File: src/rtl/add_pipe_nbit_if.sv
// Operand/result stream bundle for add_pipe_nbit.
// slave is the adder's view; master is the producer/consumer side.
interface add_pipe_nbit_if #(
    parameter int WIDTH = 16
);
    logic             in_valid;
    logic             in_ready;
    logic [WIDTH-1:0] a;
    logic [WIDTH-1:0] b;
    logic             cin;
    logic             sub;
    logic             out_valid;
    logic             out_ready;
    logic [WIDTH-1:0] s;
    logic             cout;
    logic             ovf;

    modport master (
        output in_valid, a, b, cin, sub, out_ready,
        input  in_ready, out_valid, s, cout, ovf
    );

    modport slave (
        input  in_valid, a, b, cin, sub, out_ready,
        output in_ready, out_valid, s, cout, ovf
    );
endinterface

File: src/rtl/add_pipe_nbit.sv
// Pipelined WIDTH-bit adder/subtractor that resolves CHUNK bits of carry per stage.
// Latency is STAGES+1 register levels: operand capture, STAGES-1 chunk stages, output.
module add_pipe_nbit #(
    parameter int WIDTH = 16,
    parameter int CHUNK = 4
) (
    input  logic           clk,
    input  logic           rst,
    add_pipe_nbit_if.slave bus
);
    localparam int STAGES = WIDTH / CHUNK;
    localparam int PW     = STAGES * WIDTH;
    localparam int LAST   = STAGES - 1;

    // Slice k of sa_q/bw_q/cy_q/vld_q is the beat waiting to be added by stage k.
    // sa_q packs finished sum chunks at the top and unconsumed A chunks at the
    // bottom, so after the last stage the word is exactly the result.
    logic [PW-1:0]     sa_q;
    logic [PW-1:0]     bw_q;
    logic [STAGES-1:0] cy_q;
    logic [STAGES-1:0] vld_q;

    logic [WIDTH-1:0]  s_q;
    logic              cout_q;
    logic              ovf_q;
    logic              out_valid_q;

    logic              en;
    logic [WIDTH-1:0]  b_eff;
    logic              c0;
    logic [PW-1:0]     nxt_sa;
    logic [PW-1:0]     nxt_b;
    logic [STAGES-1:0] nxt_c;
    logic              nxt_ovf;

    assign b_eff = bus.b ^ {WIDTH{bus.sub}};
    assign c0    = bus.cin ^ bus.sub;

    assign en           = !out_valid_q || bus.out_ready;
    assign bus.in_ready = rst || en;

    assign bus.out_valid = out_valid_q;
    assign bus.s         = s_q;
    assign bus.cout      = cout_q;
    assign bus.ovf       = ovf_q;

    always_comb begin
        logic [WIDTH-1:0] op_a;
        logic [WIDTH-1:0] op_b;
        logic [CHUNK:0]   t;
        op_a    = '0;
        op_b    = '0;
        t       = '0;
        nxt_sa  = '0;
        nxt_b   = '0;
        nxt_c   = '0;
        nxt_ovf = 1'b0;
        for (int k = 0; k < STAGES; k++) begin
            op_a = sa_q[k*WIDTH +: WIDTH];
            op_b = bw_q[k*WIDTH +: WIDTH];
            t    = {1'b0, op_a[CHUNK-1:0]} + {1'b0, op_b[CHUNK-1:0]}
                 + {{CHUNK{1'b0}}, cy_q[k]};
            nxt_sa[k*WIDTH +: WIDTH] = (op_a >> CHUNK)
                                     | (WIDTH'(t[CHUNK-1:0]) << (WIDTH - CHUNK));
            nxt_b[k*WIDTH +: WIDTH]  = op_b >> CHUNK;
            nxt_c[k]                 = t[CHUNK];
            // Carry into the MSB is a^b^s at that bit; XOR with carry-out gives overflow.
            if (k == LAST) begin
                nxt_ovf = op_a[CHUNK-1] ^ op_b[CHUNK-1] ^ t[CHUNK-1] ^ t[CHUNK];
            end
        end
    end

    always_ff @(posedge clk) begin
        if (rst) begin
            vld_q       <= '0;
            out_valid_q <= 1'b0;
            s_q         <= '0;
            cout_q      <= 1'b0;
            ovf_q       <= 1'b0;
        end else if (en) begin
            sa_q        <= (nxt_sa << WIDTH) | PW'(bus.a);
            bw_q        <= (nxt_b << WIDTH) | PW'(b_eff);
            cy_q        <= (nxt_c << 1) | STAGES'(c0);
            vld_q       <= (vld_q << 1) | STAGES'(bus.in_valid);
            s_q         <= nxt_sa[LAST*WIDTH +: WIDTH];
            cout_q      <= nxt_c[LAST];
            ovf_q       <= nxt_ovf;
            out_valid_q <= vld_q[LAST];
        end
    end
endmodule

File: src/flat_wrapper.sv
// flat-port wrapper written by rule: the top's interface ports become plain ports
module add_pipe_nbit_flat 
#(
    parameter int WIDTH = 16,
    parameter int CHUNK = 4
)
  (clk, rst, bus_in_valid, bus_a, bus_b, bus_cin, bus_sub, bus_out_ready, bus_in_ready, bus_out_valid, bus_s, bus_cout, bus_ovf);
  add_pipe_nbit_if #(.WIDTH(WIDTH)) bus_i ();
  input  logic clk;
  input  logic rst;
  input wire logic [$bits(bus_i.in_valid)-1:0] bus_in_valid;
  input wire logic [$bits(bus_i.a)-1:0] bus_a;
  input wire logic [$bits(bus_i.b)-1:0] bus_b;
  input wire logic [$bits(bus_i.cin)-1:0] bus_cin;
  input wire logic [$bits(bus_i.sub)-1:0] bus_sub;
  input wire logic [$bits(bus_i.out_ready)-1:0] bus_out_ready;
  output wire logic [$bits(bus_i.in_ready)-1:0] bus_in_ready;
  output wire logic [$bits(bus_i.out_valid)-1:0] bus_out_valid;
  output wire logic [$bits(bus_i.s)-1:0] bus_s;
  output wire logic [$bits(bus_i.cout)-1:0] bus_cout;
  output wire logic [$bits(bus_i.ovf)-1:0] bus_ovf;
  assign bus_i.in_valid = bus_in_valid;
  assign bus_i.a = bus_a;
  assign bus_i.b = bus_b;
  assign bus_i.cin = bus_cin;
  assign bus_i.sub = bus_sub;
  assign bus_i.out_ready = bus_out_ready;
  assign bus_in_ready = bus_i.in_ready;
  assign bus_out_valid = bus_i.out_valid;
  assign bus_s = bus_i.s;
  assign bus_cout = bus_i.cout;
  assign bus_ovf = bus_i.ovf;
  add_pipe_nbit #(.WIDTH(WIDTH), .CHUNK(CHUNK)) u_core (.clk(clk), .rst(rst), .bus(bus_i));
endmodule
File: config.mk
export PLATFORM = sky130hd
export DESIGN_NAME = add_pipe_nbit_flat
export DESIGN_NICKNAME = d
export VERILOG_FILES = /design/src/rtl/add_pipe_nbit_if.sv /design/src/rtl/add_pipe_nbit.sv /design/src/flat_wrapper.sv
export SDC_FILE = /design/constraint.sdc
export NUM_CORES = 1
export LEC_CHECK = 0
export ABC_AREA = 1
export BUFFER_PORTS_ARGS = -buffer_cell sky130_fd_sc_hd__buf_4
export CAP_MARGIN = 20
export CORE_ASPECT_RATIO = 1.4
export CORE_UTILIZATION = 57
export DETAILED_ROUTE_END_ITERATION = 8
export HOLD_SLACK_MARGIN = 0.1
export PLACE_DENSITY = 0.78
export SLEW_MARGIN = 10
export SYNTH_ARGS = -nofsm -noshare
export SYNTH_HDL_FRONTEND = slang
export SYNTH_SLANG_ARGS = --single-unit
File: constraint.sdc
create_clock -name clk -period 2.05 [get_ports clk]
set_input_delay 0.1025 -clock clk [delete_from_list [all_inputs] [get_ports clk]]
set_output_delay 0.1025 -clock clk [all_outputs]
set_load 0.005 [all_outputs]
==> impl_metrics.toml <==
[floorplan]
fp-row-count = 39
core_area_um2 = 8200
start_util_pct = 59.0
dieHeight_um = 111
io_pins = 58
die_w_um = 79.8
die_area_um2 = 8860

[cts]
post_cts_buffers = 0
h-tree-depth = 4
cts-resized-gates = 0
clock-sinks = 131
tritoncts = "done"
cts_made_buffers = 17
clk_pin_slew_ns = 0.05
cts-root-buf = "clkbuf_16"
clockBufferDepth = 2
hold_buffers = 37
clk_latency_ns = 0.40

[synthesis]
muxShareOfSynthArea_pct = 0
synthesis.area_um2 = 4840
ys_seq_area_share_pct = 76.6
syn_inst = 308
syn_nets = 366
synthDistinctLibCells = 23
postSynthRegisterBits = 131
synthFlopType = "edfxtp_1"
yosys.area_share.xor_xnor_pct = 4.17
synth_compound_area_share_pct = 1.84
synth_edf_count = 108
syn_area_per_cell_um2 = 15.7
synth_top_family_by_area = "simple AND/OR/NAND/NOR gates"
synth_fa_ha_area_share_pct = 6.42
ys.warnings.count = 0
synthSimpleGateAreaFrac_pct = 7.84
synthArstFlopShare_pct = 0

[power]
p_per_area_nw_per_um2 = 1030
power.share.clock_pct = 43.0
ir_worst_vdd_v = 0.000979
combinationalPowerShare_pct = 7.6
p_sw_share_pct = 19.2
p_int_w = 0.00527
seqPwrFrac_pct = 49.4
p_switching_w = 0.00126
p_leak_nw = 2.62

[cells_and_area]
fill_cells = 473
final_layout_size_suffix_gt1_share_pct = 21.2
area_delta_synth_final_pct = 30.6
nets = 477
mostFrequentLayoutCell = "edfxtp_1"
diodes = 0
final_cell_mix = "108 x edfxtp_1, 63 x nand2_1, 57 x buf_4, 37 x dlygate4sd3_1, 28 x inv_1"
postLayoutCellArea_um2 = 6320
final_cells = 531

[worst_setup_path]
r2r_slack_ns = 0.31
cp_data_required_time_ns = 2.35
crit_start = "u_core.cy_q[3]$_DFFE_PP_"
cp_cell_sequence = "fa_1 > inv_1 > fa_1 > inv_1 > nand2_1 > nand2_1 > nand2_1 > nand2_1 > nand3_1 > nand2_1"
arrival_ns = 2.04
path_max_fanout = 3
cpLargestDelayFamily = "adder cells"
max_stage_delay_ns = 0.48
cp-start-kind = "flip-flop"
rr_endpoint = "u_core.bus.ovf$_SDFFE_PP0N_"
crit_slowest_cell = "fa_1"
r2r-start = "u_core.cy_q[3]$_DFFE_PP_"
path_buf_inv = 2
critPathCaptureType = "flip-flop"
r2r_cells = 10
crit_top_cell = "nand2_1"
critPathKind = "flip-flop to flip-flop"

[grt]
grt_pass1_wl_um = 10900
gr-max-usage-layer = "met2"
grtUsageMet1_pct = 17.2
grt_max_degree = 71
grtUsageMet3_pct = 6.50
antenna_found_initial = 0
gr-usage-met2_pct = 28.4
grt_pass1_vias = 2571
grtUsageTotal_pct = 17.1
grt-ovfl-total = 0

[place]
placedCellCount = 465
portBuffers = 57
dpl.hpwl_um = 3750
placed_cell_area_um2 = 5390
gp_congestion = 0.780

[sta]
final.period_utilization_pct = 84.9
maxSlewViolCount = 0
rsz0062_at_grt = "no"
slew_headroom_pct = 77.4
fmax_ghz = 0.574
setup_violations = 0
fin_skew_ns = 0.00573
hold_viol = 0
worst_slew_pin_slew_ns = 0.338
post-route-min-period_ns = 1.74
hold_slack_ns = 0.190
setup_tns_ns = 0

[routing]
drc = 0
vias = 2542
antenna_left = 0
vias_per_cell = 4.79
first_pass_iters = 4
drtIter0Drc = 122
wire_per_inst_um = 12.6
wl_um = 6690

[worst_hold_path]
hold_start = "bus_sub"
min_to = "u_core.bw_q[5]$_DFFE_PP_"
min_path_cells = 2
hold_class = "input port to flip-flop"

[outcome]
status = "finished clean"

[run]
max_cap_viol_count = 0
==> power by group through the flow <==
| stage | clock network [W] | logic (W) | registers (W) |
|---|---|---|---|
| final | 0.00281 | 0.000497 | 0.00322 |
| after global routing | 0.00297 | 0.000558 | 0.00324 |
| after CTS | 0.00285 | 0.000498 | 0.00323 |
| after detailed placement | 0 | 0.000432 | 0.00327 |
| after global placement | 0 | 0.000409 | 0.00326 |
| after floorplan | 0 | 0.000251 | 0.00326 |
==> kinds of logic after synthesis <==
group                    count (synthesis)
buffers and inverters                   34
AO/OA/AOI/OAI                           17
AND/OR/NAND/NOR                         83
adder cells (fa/ha/maj)                 20
flip-flops                             131
XOR/XNOR                                23
==> final cells by class <==
cell class / count / area (µm²) / share of cell area [%]
flip-flops and latches: 131 / 3700 / 58.6
multi-input cells: 143 / 980 / 15.5
repair buffers: 96 / 838 / 13.3
clock buffers: 20 / 437 / 6.91
well taps: 102 / 128 / 2.02
clock inverters: 9 / 115 / 1.82
inverters: 30 / 115 / 1.82
==> worst max-delay path by stage <==
stage	endpoint	slack (ns)	cells after the start
5_1_grt	u_core.bus.ovf$_SDFFE_PP0N_	0.18	10
3_3_place_gp	u_core.bus.ovf$_SDFFE_PP0N_	0.45	10
3_5_place_dp	u_core.bus.ovf$_SDFFE_PP0N_	0.36	10
2_1_floorplan	u_core.bw_q[0]$_DFFE_PP_	0.21	4
4_1_cts	u_core.bus.ovf$_SDFFE_PP0N_	0.32	10
6_report	u_core.bus.ovf$_SDFFE_PP0N_	0.31	10
==> cell usage after synthesis (all sizes together), types with 3 or more instances <==
| library cell | count | share of area, % |
|---|---|---|
| edfxtp | 108 | 67 |
| nand2 | 68 | 5.6 |
| inv | 30 | 2.4 |
| dfxtp | 23 | 9.5 |
| xor2 | 20 | 3.6 |
| ha | 12 | 3.1 |
| nand3 | 9 | 0.93 |
| fa | 8 | 3.3 |
| a21oi | 7 | 0.72 |
| o21ai | 7 | 0.72 |
| buf | 4 | 0.78 |
| nor2 | 4 | 0.98 |
| o22ai | 3 | 0.39 |
| xnor2 | 3 | 0.54 |
==> sequential cells by signal (all words and copies together), names as in the netlist <==
name and flops:
u_core.sa_q 64, u_core.bw_q 40, u_core.bus.out_valid 1, u_core.cy_q 4
u_core.bus.s 16, u_core.vld_q 4, u_core.bus.cout 1, u_core.bus.ovf 1
==> per-stage QoR <==
stage | setup slack, ns | utilization [%] | power [W]
after floorplan | 0.205 | - | 0.00351
after global placement | 0.452 | 65.8 | 0.00367
after detailed placement | 0.359 | 65.8 | 0.00371
after CTS | 0.320 | 77.0 | 0.00657
after global routing | 0.176 | 77.0 | 0.00677
final | 0.309 | 77.0 | 0.00653
==> metal layers <==
layer,routed length (µm),vias to the layer above
met5,0,-
met4,263,0
met3,323,24
met2,3490,89
met1,2610,1149
li1,-,1280
Power figures use the tool's default switching activity.
